<file path="config.mk">
export PLATFORM = sky130hd
export DESIGN_NAME = control_unit_pipe
export DESIGN_NICKNAME = d
export VERILOG_FILES = /design/src/rtl/control_unit_pipe.sv
export SDC_FILE = /design/constraint.sdc
export NUM_CORES = 1
export LEC_CHECK = 0
export CORE_MARGIN = 2
export CORE_UTILIZATION = 25
export CTS_CLUSTER_DIAMETER = 100
export DETAILED_ROUTE_END_ITERATION = 12
export GPL_TIMING_DRIVEN = 0
export PLACE_DENSITY = 0.71
export SLEW_MARGIN = 20
export SYNTH_ARGS = -nofsm -noshare
export SYNTH_HDL_FRONTEND = slang
export SYNTH_SLANG_ARGS = --single-unit
</file>
<file path="constraint.sdc">
create_clock -name clk -period 1.2 [get_ports clk]
set_clock_uncertainty 0.05 [all_clocks]
set_input_delay 0.18 -clock clk [delete_from_list [all_inputs] [get_ports clk]]
set_output_delay 0.18 -clock clk [all_outputs]
set_load 0.005 [all_outputs]
</file>
<file path="src/rtl/control_unit_pipe.sv">
// -----------------------------------------------------------------------------
// control_unit_pipe
//   Decode-stage control unit for an RV32I pipeline. It decodes InstrD into
//   control signals, registers them into the E stage, and, when built with
//   multiply support, keeps a multiply op in E for MUL_CYCLES cycles.
//
//   Build option: define RV32M_MUL_EN to decode R-type funct7=0000001 /
//   funct3=000 as MUL and to build the E-stage occupancy FSM. Without it
//   those encodings are illegal, and StallD simply follows StallE.
//
// Ports
//   clk, rst      clock and asynchronous active-low reset
//   InstrD        decode-stage instruction
//   ValidD        InstrD is valid (0 loads a bubble)
//   StallE        hold the E-stage registers
//   FlushE        clear the E-stage registers to a bubble (wins over StallE)
//   ImmSrcD       combinational immediate select (I/S/B/J/U)
//   *E            registered E-stage controls
//   StallD        upstream hold request (multi-cycle op in E, or StallE)
// -----------------------------------------------------------------------------
module control_unit_pipe #(
  parameter int ALU_CTRL_W = 4,
  parameter int MUL_CYCLES = 4
) (
  input  logic                  clk,
  input  logic                  rst,
  input  logic [31:0]           InstrD,
  input  logic                  ValidD,
  input  logic                  StallE,
  input  logic                  FlushE,
  output logic [2:0]            ImmSrcD,
  output logic                  RegWriteE,
  output logic                  MemWriteE,
  output logic                  BranchE,
  output logic                  JumpE,
  output logic                  ALUSrcE,
  output logic                  ValidE,
  output logic                  IllegalE,
  output logic [1:0]            ResultSrcE,
  output logic [ALU_CTRL_W-1:0] ALUControlE,
  output logic                  StallD
);

  localparam logic [6:0] OP_R   = 7'b0110011;
  localparam logic [6:0] OP_I   = 7'b0010011;
  localparam logic [6:0] OP_LW  = 7'b0000011;
  localparam logic [6:0] OP_SW  = 7'b0100011;
  localparam logic [6:0] OP_BR  = 7'b1100011;
  localparam logic [6:0] OP_JAL = 7'b1101111;
  localparam logic [6:0] OP_LUI = 7'b0110111;

  localparam logic [3:0] ALU_ADD   = 4'd0;
  localparam logic [3:0] ALU_SUB   = 4'd1;
  localparam logic [3:0] ALU_AND   = 4'd2;
  localparam logic [3:0] ALU_OR    = 4'd3;
  localparam logic [3:0] ALU_XOR   = 4'd4;
  localparam logic [3:0] ALU_SLT   = 4'd5;
  localparam logic [3:0] ALU_SLL   = 4'd6;
  localparam logic [3:0] ALU_SRL   = 4'd7;
  localparam logic [3:0] ALU_SRA   = 4'd8;
  localparam logic [3:0] ALU_SLTU  = 4'd9;
  localparam logic [3:0] ALU_MUL   = 4'd10;
  localparam logic [3:0] ALU_PASSB = 4'd11;

  localparam logic [2:0] IMM_I = 3'b000;
  localparam logic [2:0] IMM_S = 3'b001;
  localparam logic [2:0] IMM_B = 3'b010;
  localparam logic [2:0] IMM_J = 3'b011;
  localparam logic [2:0] IMM_U = 3'b100;

  typedef struct packed {
    logic       reg_write;
    logic       mem_write;
    logic       branch;
    logic       jump;
    logic       alu_src;
    logic       valid;
    logic       illegal;
    logic [1:0] result_src;
    logic [3:0] alu_op;
  } ctrl_t;

  ctrl_t      dec;
  ctrl_t      e_q;
  logic       hold_e;
  logic [6:0] opcode;
  logic [2:0] funct3;
  logic [6:0] funct7;
  logic       alt;
  logic       unused_instr;

  assign opcode = InstrD[6:0];
  assign funct3 = InstrD[14:12];
  assign funct7 = InstrD[31:25];
  assign alt    = InstrD[30];
  // Register fields are handled by the datapath, not by this block.
  assign unused_instr = ^{InstrD[24:15], InstrD[11:7]};

  // Shared funct3 table for R-type and I-ALU; only R-type may select SUB.
  function automatic logic [3:0] alu_from_funct3(input logic [2:0] f3,
                                                  input logic       alt_op,
                                                  input logic       allow_sub);
    case (f3)
      3'b000:  return (allow_sub && alt_op) ? ALU_SUB : ALU_ADD;
      3'b001:  return ALU_SLL;
      3'b010:  return ALU_SLT;
      3'b011:  return ALU_SLTU;
      3'b100:  return ALU_XOR;
      3'b101:  return alt_op ? ALU_SRA : ALU_SRL;
      3'b110:  return ALU_OR;
      default: return ALU_AND;
    endcase
  endfunction

  always_comb begin
    case (opcode)
      OP_SW:   ImmSrcD = IMM_S;
      OP_BR:   ImmSrcD = IMM_B;
      OP_JAL:  ImmSrcD = IMM_J;
      OP_LUI:  ImmSrcD = IMM_U;
      default: ImmSrcD = IMM_I;
    endcase
  end

`ifdef RV32M_MUL_EN
  logic is_mul;
`endif

  always_comb begin
    // NOTE: every signal gets a default before the case so no path leaves
    // it unassigned, which would otherwise infer a latch.
    dec       = '0;
    dec.valid = 1'b1;
`ifdef RV32M_MUL_EN
    is_mul    = 1'b0;
`endif
    case (opcode)
      OP_R: begin
        if (funct7 == 7'b0000001) begin
`ifdef RV32M_MUL_EN
          if (funct3 == 3'b000) begin
            dec.reg_write = 1'b1;
            dec.alu_op    = ALU_MUL;
            is_mul        = ValidD;
          end else begin
            dec.illegal = 1'b1;
          end
`else
          dec.illegal = 1'b1;
`endif
        end else begin
          dec.reg_write = 1'b1;
          dec.alu_op    = alu_from_funct3(funct3, alt, 1'b1);
        end
      end
      OP_I: begin
        dec.reg_write = 1'b1;
        dec.alu_src   = 1'b1;
        dec.alu_op    = alu_from_funct3(funct3, alt, 1'b0);
      end
      OP_LW: begin
        dec.reg_write  = 1'b1;
        dec.alu_src    = 1'b1;
        dec.result_src = 2'b01;
      end
      OP_SW: begin
        dec.mem_write = 1'b1;
        dec.alu_src   = 1'b1;
      end
      OP_BR: begin
        dec.branch = 1'b1;
        dec.alu_op = ALU_SUB;
      end
      OP_JAL: begin
        dec.jump       = 1'b1;
        dec.reg_write  = 1'b1;
        dec.result_src = 2'b10;
      end
      OP_LUI: begin
        dec.reg_write = 1'b1;
        dec.alu_src   = 1'b1;
        dec.alu_op    = ALU_PASSB;
      end
      default: dec.illegal = 1'b1;
    endcase
    if (!ValidD) dec = '0;
  end

`ifdef RV32M_MUL_EN
  typedef enum logic {IDLE, BUSY} state_t;

  state_t     state_q, state_d;
  logic [3:0] cnt_q, cnt_d;
  logic       busy_hold;
  logic       load_e;

  assign busy_hold = (state_q == BUSY) && (cnt_q != 4'd0);
  assign StallD    = busy_hold || StallE;
  assign hold_e    = StallD;
  assign load_e    = !FlushE && !hold_e;

  always_comb begin
    state_d = state_q;
    cnt_d   = cnt_q;
    if (FlushE) begin
      state_d = IDLE;
      cnt_d   = 4'd0;
    end else if (load_e && is_mul) begin
      // Also covers a MUL arriving on the release cycle of a previous MUL.
      state_d = BUSY;
      cnt_d   = 4'(MUL_CYCLES - 1);
    end else if (state_q == BUSY) begin
      if (cnt_q == 4'd0)  state_d = IDLE;
      else if (!StallE)   cnt_d   = cnt_q - 4'd1;
    end
  end

  always_ff @(posedge clk or negedge rst) begin
    if (!rst) begin
      state_q <= IDLE;
      cnt_q   <= 4'd0;
    end else begin
      state_q <= state_d;
      cnt_q   <= cnt_d;
    end
  end
`else
  localparam int unused_mul_cycles = MUL_CYCLES;

  assign StallD = StallE;
  assign hold_e = StallE;
`endif

  always_ff @(posedge clk or negedge rst) begin
    // NOTE: sequential state uses non-blocking assignments so every register
    // samples pre-edge values regardless of process evaluation order.
    if (!rst)         e_q <= '0;
    else if (FlushE)  e_q <= '0;
    else if (!hold_e) e_q <= dec;
  end

  assign RegWriteE   = e_q.reg_write;
  assign MemWriteE   = e_q.mem_write;
  assign BranchE     = e_q.branch;
  assign JumpE       = e_q.jump;
  assign ALUSrcE     = e_q.alu_src;
  assign ValidE      = e_q.valid;
  assign IllegalE    = e_q.illegal;
  assign ResultSrcE  = e_q.result_src;
  assign ALUControlE = ALU_CTRL_W'(e_q.alu_op);

endmodule

</file>
# Word level (Yosys, flattened, before mapping)

Cells that the tools add are included.

Bits in registers: 13
Bits in latches: 0
RAM bits: 0
Bits in read-only memories: 0
Bits of input ports: 37
Output and inout port bits: 17
Logic and storage cells: 47
Memories: 0

$add $sub $neg: 0
Multipliers: 0
Divide/modulo/power cells: 0
$lt $le $gt $ge: 0
Equal/unequal tests: 15
Shift-type cells: 0
Multiplexer cells: 19
Bitwise logic cells: 0
Reductions and logical operators: 4

Operators with widths:

| cell                                                            | count |
|---|---|
| 4-bit one-hot mux with 7 select lines                           | 2 |
| 13-bit two-way mux                                              | 3 |
| 7-bit by 6-bit == test with 1-bit output, second input constant | 3 |
| 4-bit one-hot mux with 4 select lines                           | 1 |
| 7-bit == test, second input constant                            | 2 |
| 3-bit one-hot mux with 4 select lines                           | 1 |
| 3-bit == test, second input constant                            | 3 |
| 4-bit two-way mux                                               | 2 |
| 4-bit OR reduction                                              | 2 |
| 7-bit by 1-bit == test with 1-bit output, second input constant | 1 |
| 7-bit by 2-bit == test with 1-bit output, second input constant | 1 |
| 7-bit by 5-bit == test with 1-bit output, second input constant | 1 |
| 1-bit two-way mux                                               | 7 |
| 3-bit by 2-bit == test with 1-bit output, second input constant | 2 |
| 6-bit OR reduction                                              | 1 |
| 1-bit one-hot mux with 2 select lines                           | 2 |
| 2-bit one-hot mux with 2 select lines                           | 1 |
| 3-bit by 1-bit == test with 1-bit output, second input constant | 1 |
| 3-bit logical NOT                                               | 1 |
| 2-bit by 1-bit != test with 1-bit output, second input constant | 1 |

# Logic depth before layout (Yosys ltp)

Gate-level depths: netlist of run 1.

Depth in word-level cells: 7
Gate-level depth with buffers: 6
Mapped depth without buffers: 5

# Least setup slack after synthesis of run 1

OpenSTA, ideal clock, no wires.

Path type: input to register
From: input port InstrD[2]
To: register e_q, in the netlist ALUControlE[0]
Library setup time: 0.080 ns
Arrival time: 1.552 ns
Data required time: 1.070 ns
Setup slack: -0.482 ns
Stages: 5
Buffers on the path: 1
Path through: buf_6 -> or3_4 -> or4_4 -> o21a_1 -> o211ai_2

Word-level cells in the longest chain between the ends: 5
Elaborated cells between the ends (all ways): 8
Those cells by class: eq/ne (4); mux (4)

RTL lines:

| what                                                             | line | RTL |
|---|---|---|
| start: declaration                                               | 27   | `input logic [31:0] InstrD,` |
| 7-bit by 6-bit == test with 1-bit output (tied with other cells) | 137  | `case (opcode)` |
| 4-bit one-hot mux with 4 select lines *                          | 137  |  |
| 13-bit two-way mux *                                             | 186  | `if (!ValidD) dec = '0;` |
| 13-bit two-way mux *                                             | 239  | `else if (!hold_e) e_q <= dec;` |
| 13-bit two-way mux *                                             | 238  | `else if (FlushE) e_q <= '0;` |
| end signal: assignment                                           | 237  | `if (!rst) e_q <= '0;` |
| end signal: assignment                                           | 238  |  |
| end signal: assignment                                           | 239  |  |
| end: declaration                                                 | 84   | `ctrl_t e_q;` |

Mark *: on every way between the ends. The rest lies on a longest branch, timed or not. The select of a mux whose other input is x is not followed.
A chain may end at the register's enable or synchronous reset.

# Final worst setup path of run 1

From: input port InstrD[3]
To: register e_q, in the netlist ALUControlE[0]

The elaborated chain is that of the path after synthesis.

==> results.toml, run 1 <==
[sta]
finalMaxSlewViolations = 0
rsz0062_at_grt = "yes"
whs_ps = 69.4
slew_headroom = 0.652
hold_viol = 0
fin_ws_ps = -177
worst_pin_slew_ps = 521
finalSetupViolCount = 10
finalCritPeriodShare = 1.15
fmax_mhz = 726
final.min_clock_period_ps = 1380

[power_and_ir_drop]
combPwrFrac = 0.272
seqPwrFrac = 0.409
p_sw_uw = 269
clockPowerShare = 0.319
power.leakage_nw = 0.740
internal_power_uw = 738
ir_drop_mv = 0.246
power_density_mw_per_mm2 = 636
power_mw = 1.01
swShare = 0.267

[synth]
yosys_warnings = 0
ys_async_sr_fraction = 1.00
ys_seq_area_frac = 0.355
synthesis.nets = 139
synth_edf_count = 0
synth_largest_area_cell = "dfrtp_1"
netlist.area_leader.share = 0.355
synth_cell_types = 43
syn_avg_cell_area_um2 = 8.30
synth_area_leaders = "dfrtp_1, nand2_1, a21oi_1"
synth-main-ff-cell = "dfrtp_1"
synth.cell_area_um2 = 847
netlist_instances = 102
ys_ff_latch = 12

[layout]
fillers = 317
area.growth.synth_to_final_pct = 86.9
drive_above_1_share = 0.407
fin_area_mm2 = 0.00158
final_cell_mix = "buf_4, nand2_1, dfrtp_1, clkdlybuf4s15_1, dlygate4sd2_1"
layout_commonest_cell = "buf_4"
antenna_cells = 0
stdcell_count = 208
nNetsFinal = 200

[cts]
cts_buffer_depth = 2
cts_tree = "yes"
cts_made_buffers = 3
htreeDepth = 1
clk_pin_slew_ps = 70
clock-sinks = 12
cts-root-buf = "clkbuf_4"
clk_latency_ps = 280

[placed_design]
placed_area_mm2 = 0.00129
dp.cells = 183
routabilityCongestion = 0.875
portBuffers = 35
hpwl_mm = 1.84

[route]
wl_per_cell_um = 13.1
vias = 1029
wl_mm = 2.73
first_iter_violations = 31
routed_via_density = 4.95
final_antenna_net_count = 0
drc = 0
firstDrtPassIters = 2

[global_route]
antenna_found_initial = 0
grt_max_degree = 13
grt_pass1_vias = 1076
overflow = 0
grt.total_usage = 0.149
grt_pass1_wl_mm = 4.71

[critical_path]
slowest_stage = "or3_4"
worst-path-buf-inv = 1
crit_fanout = 4
crit_path_cell_trace = "buf_6 -> or3_4 -> or3_4 -> a211oi_4 -> nand2_1 -> o211ai_2"
path_class = "in2reg"
end_kind = "flip-flop"
ff2ff_path_depth = 2
cpMostUsedCell = "or3_4"
cp.depth = 6
critPathTopFamily = "simple AND/OR/NAND/NOR gates"
timing.rr.start = "ALUControlE[1]$_DFFE_PN0P_"
worstSetupStartpointType = "input pin"
setup.worst_path.start = "InstrD[3]"
crit_required_ps = 1350
slowest_delay_ps = 410
r2r_slack_ps = 230
cp_data_arrival_time_ps = 1530

[outcome]
status = "finished, violations left"
violations = "negative setup slack"

[floorplan]
rows = 21
coreArea_mm2 = 0.00328
pin_count = 54
die_area_mm2 = 0.00387
die_w_um = 62.2
fp.dieH_um = 62.2
initial_core_util = 0.258

[job]
cap_violations = 0

[hold_path]
min_path_type = "in2reg"
worstHoldStart = "InstrD[6]"
hold_depth = 2
## repair_timing
| action | CTS | global route |
|---|---|---|
| buffers inserted | 21 | 3 |
| pin swaps | 19 | 16 |
| setup endpoints to repair | 29 | 17 |
| resized for setup | 86 | 26 |
| hold endpoints to repair | 0 | 0 |
| hold buffers | 0 | 0 |
## flip-flops by register name, indices dropped and copies added (netlist names)
signal and cells:
BranchE 1, JumpE 1, RegWriteE 1, IllegalE 1, ValidE 1, ALUSrcE 1
MemWriteE 1, ALUControlE 4, ResultSrcE 1
## metrics by stage
step / utilization / setup TNS (ps) / worst slack [ps]
global route: 0.482 / -1240 / -221
detailed placement: 0.392 / -11110 / -1170
global placement: 0.392 / -10820 / -1180
CTS: 0.466 / -1390 / -212
finish: 0.482 / -873 / -177
floorplan: - / -1740 / -336
## synthesized netlist by cell type (3+ instances only)
library cell,n
dfrtp_1,12
nor2_1,5
o31ai_1,3
nor2b_1,3
nand2_1,18
o21ai_0,5
or3_1,3
a21oi_1,5
clkbuf_1,4
nand2b_1,3
## routing by layer
metal  GRT usage  wire [um]  vias to the layer above
met5           0          0                        -
met4       0.103         87                        0
met2       0.272       1430                       32
met1       0.166       1100                      491
met3     0.00906        112                        9
li1            -          -                      497
## logic make-up after synthesis
group	share of synthesized area
mux	0.0118
simple gates	0.328
flops	0.355
xor+xnor	0.0207
buf+inv	0.0576
compound gates	0.227
## power groups by stage
| stage | Combinational, mW | Clock, mW | Sequential, mW |
|---|---|---|---|
| final | 0.273 | 0.321 | 0.412 |
| after global routing | 0.297 | 0.353 | 0.413 |
| after CTS | 0.250 | 0.328 | 0.412 |
| after detailed placement | 0.218 | 0 | 0.421 |
| after global placement | 0.211 | 0 | 0.421 |
| after floorplan | 0.104 | 0 | 0.421 |
## final timing paths
kind,to
min,ALUSrcE$_DFFE_PN0P_
min reg2reg,BranchE$_DFFE_PN0P_
max reg2reg,ALUControlE[1]$_DFFE_PN0P_
min in group asynchronous,IllegalE$_DFFE_PN0P_
max,ALUControlE[0]$_DFFE_PN0P_
max in group asynchronous,ALUSrcE$_DFFE_PN0P_
## final cells by class
cell class | count | area (um2) | area share
Inverter | 1 | 3.75 | 0.00237
Clock buffer | 4 | 36.3 | 0.0229
Multi-Input combinational cell | 81 | 623 | 0.394
Timing Repair Buffer | 57 | 492 | 0.311
Tap cell | 46 | 57.6 | 0.0364
Buffer | 7 | 70.1 | 0.0443
Sequential cell | 12 | 300 | 0.190
Note: power is estimated with default switching activity, not from simulation.
==> run 2: changes to the inputs <==
--- a/config.mk
+++ b/config.mk
@@ -9,6 +9,7 @@
 export CORE_UTILIZATION = 25
 export CTS_CLUSTER_DIAMETER = 100
 export DETAILED_ROUTE_END_ITERATION = 12
+export GPL_ROUTABILITY_DRIVEN = 0
 export GPL_TIMING_DRIVEN = 0
 export PLACE_DENSITY = 0.71
 export SLEW_MARGIN = 20
==> results of run 2 <==
Final layout, timing and power as in run 1 (identical DEF).
==> run 3: changes to the inputs <==
--- a/config.mk
+++ b/config.mk
@@ -11,7 +11,7 @@
 export DETAILED_ROUTE_END_ITERATION = 12
 export GPL_ROUTABILITY_DRIVEN = 0
 export GPL_TIMING_DRIVEN = 0
-export PLACE_DENSITY = 0.71
+export PLACE_DENSITY = 0.69
 export SLEW_MARGIN = 20
 export SYNTH_ARGS = -nofsm -noshare
 export SYNTH_HDL_FRONTEND = slang
==> constraint.sdc (replaced) <==
create_clock -name clk -period 1.3 [get_ports clk]
set_clock_uncertainty 0.05 [all_clocks]
set_input_delay 0.195 -clock clk [delete_from_list [all_inputs] [get_ports clk]]
set_output_delay 0.195 -clock clk [all_outputs]
set_load 0.005 [all_outputs]
==> run 3 against run 2 <==
Net effect: the run still ends with negative setup slack left; routed wire length is 4.5% lower; final area is 0.32% lower; non-clock buffer count rose by 4.
==> results.toml, run 3 (synthesis results as in run 1) <==
[layout]
drive_above_1_share = 0.416
fin_area_mm2 = 0.00158
final_cell_mix = "buf_4, nand2_1, dlygate4sd2_1, dfrtp_1"
layout_commonest_cell = "buf_4"
area.growth.synth_to_final_pct = 86.3
nNetsFinal = 204
antenna_cells = 0
largest_reg_flops = 4

[cts]
clk_pin_slew_ps = 70
cts_tree = "yes"
htreeDepth = 1
postCtsHoldBufs = 0
cts_buffer_depth = 2
clock-sinks = 12
clk_latency_ps = 260
cts-root-buf = "clkbuf_4"
cts_made_buffers = 3

[global_route]
grt_pass1_wl_mm = 4.58
overflow = 0
grt_use_met1 = 0.181
antenna_found_initial = 0
busiest_layer = "met2"
grt.met3_usage = 0.0145
grt_max_degree = 13
grt_pass1_vias = 1019
grt.total_usage = 0.142
met2_usage = 0.243

[critical_path]
worstSetupStartpointType = "input pin"
slowest_stage = "or3_4"
crit_path_cell_trace = "buf_6 -> or3_4 -> or3_4 -> a21oi_4 -> and4b_1 -> a221o_1"
slowest_delay_ps = 410
end_kind = "flip-flop"
cpMostUsedCell = "or3_4"
path_class = "in2reg"
cp_data_arrival_time_ps = 1540
crit_fanout = 5
crit_required_ps = 1460

[placed_design]
placed_area_mm2 = 0.00129
post-place-ws_ps = -1130
portBuffers = 35
hpwl_mm = 1.87

[sta]
finalSetupViolCount = 5
finalMaxSlewViolations = 0
setup_tns_ps = -230
slew_headroom = 0.627
worst_pin_slew_ps = 558
fin_ws_ps = -82.7
hold_viol = 0
rsz0062_at_grt = "yes"
fmax_mhz = 723
whs_ps = 133
finalCritPeriodShare = 1.06
final.min_clock_period_ps = 1380

[floorplan]
pin_count = 54
fp.dieH_um = 62.2
die_w_um = 62.2
die_area_mm2 = 0.00387
coreArea_mm2 = 0.00328
rows = 21
initial_core_util = 0.258

[power_and_ir_drop]
ir_drop_mv = 0.188
power.leakage_nw = 0.769
power_density_mw_per_mm2 = 578

[route]
final_antenna_net_count = 0
vias = 1018
firstDrtPassIters = 4
wl_per_cell_um = 12.3
wl_mm = 2.61
first_iter_violations = 37
drc = 0
routed_via_density = 4.80

[job]
cap_violations = 0

[outcome]
status = "finished, violations left"
violations = "negative setup slack"

[hold_path]
min_path_type = "in2reg"
run 3: changes by cell type in the layout (fill, tap and decap cells not counted), moves of 2 or more:
cell             change
buf_4                +5
buf_6                -2
clkdlybuf4s15_1      -8
clkbuf_2             +3
dlygate4sd2_1        +6
run 3: worst paths after layout:
path | startpoint | endpoint | slack, ps | cells past startpoint
setup / recovery | InstrD[3] | ALUControlE[1]$_DFFE_PN0P_ | -80 | 6
hold / removal | InstrD[6] | ALUSrcE$_DFFE_PN0P_ | 130 | 2
setup reg to reg | ALUControlE[1]$_DFFE_PN0P_ | ALUControlE[1]$_DFFE_PN0P_ | 340 | 2
hold reg to reg | BranchE$_DFFE_PN0P_ | BranchE$_DFFE_PN0P_ | 430 | 2
max in group asynchronous | rst | BranchE$_DFFE_PN0P_ | 590 | 1
min in group asynchronous | rst | ALUControlE[0]$_DFFE_PN0P_ | 240 | 1
run 3: worst max-delay path: cells and delay by family:
| family | cells | cell delay [ps] |
|---|---|---|
| AND/OR/NAND/NOR | 3 | 1010 |
| AO/OA/AOI/OAI | 2 | 250 |
| buffers and inverters | 1 | 90 |
run 3: metal layers:
layer,up-vias,wire (um)
met1,478,1140
met5,-,0
met3,2,140
li1,505,-
met2,33,1290
met4,0,30
run 3: where the power goes:
group	switching [mW]	internal, mW
logic	0.119	0.129
registers	0.00258	0.378
clock network	0.114	0.170
total	0.236	0.676
run 3: final cells by class:
type	instances	area [um2]
fill	319	1710
multi-input combinational	81	613
timing repair buffer	60	488
sequential	12	300
buffer	8	78.8
tap	46	57.6
clock buffer	4	36.3
inverter	1	3.75
run 3: through the flow:
stage	power [mW]	utilization	std cells
finish	0.912	0.480	212
global route	0.977	0.480	212
CTS	0.914	0.467	209
detailed placement	0.591	0.392	183
global placement	0.584	0.392	183
floorplan	0.484	-	102
run 3: timing repair:
action                                 CTS  global route
setup buffers                           22             3
pin swaps                               16            14
resized for setup                       83            16
endpoints found under the hold margin    0             0
setup endpoints to repair               29            11
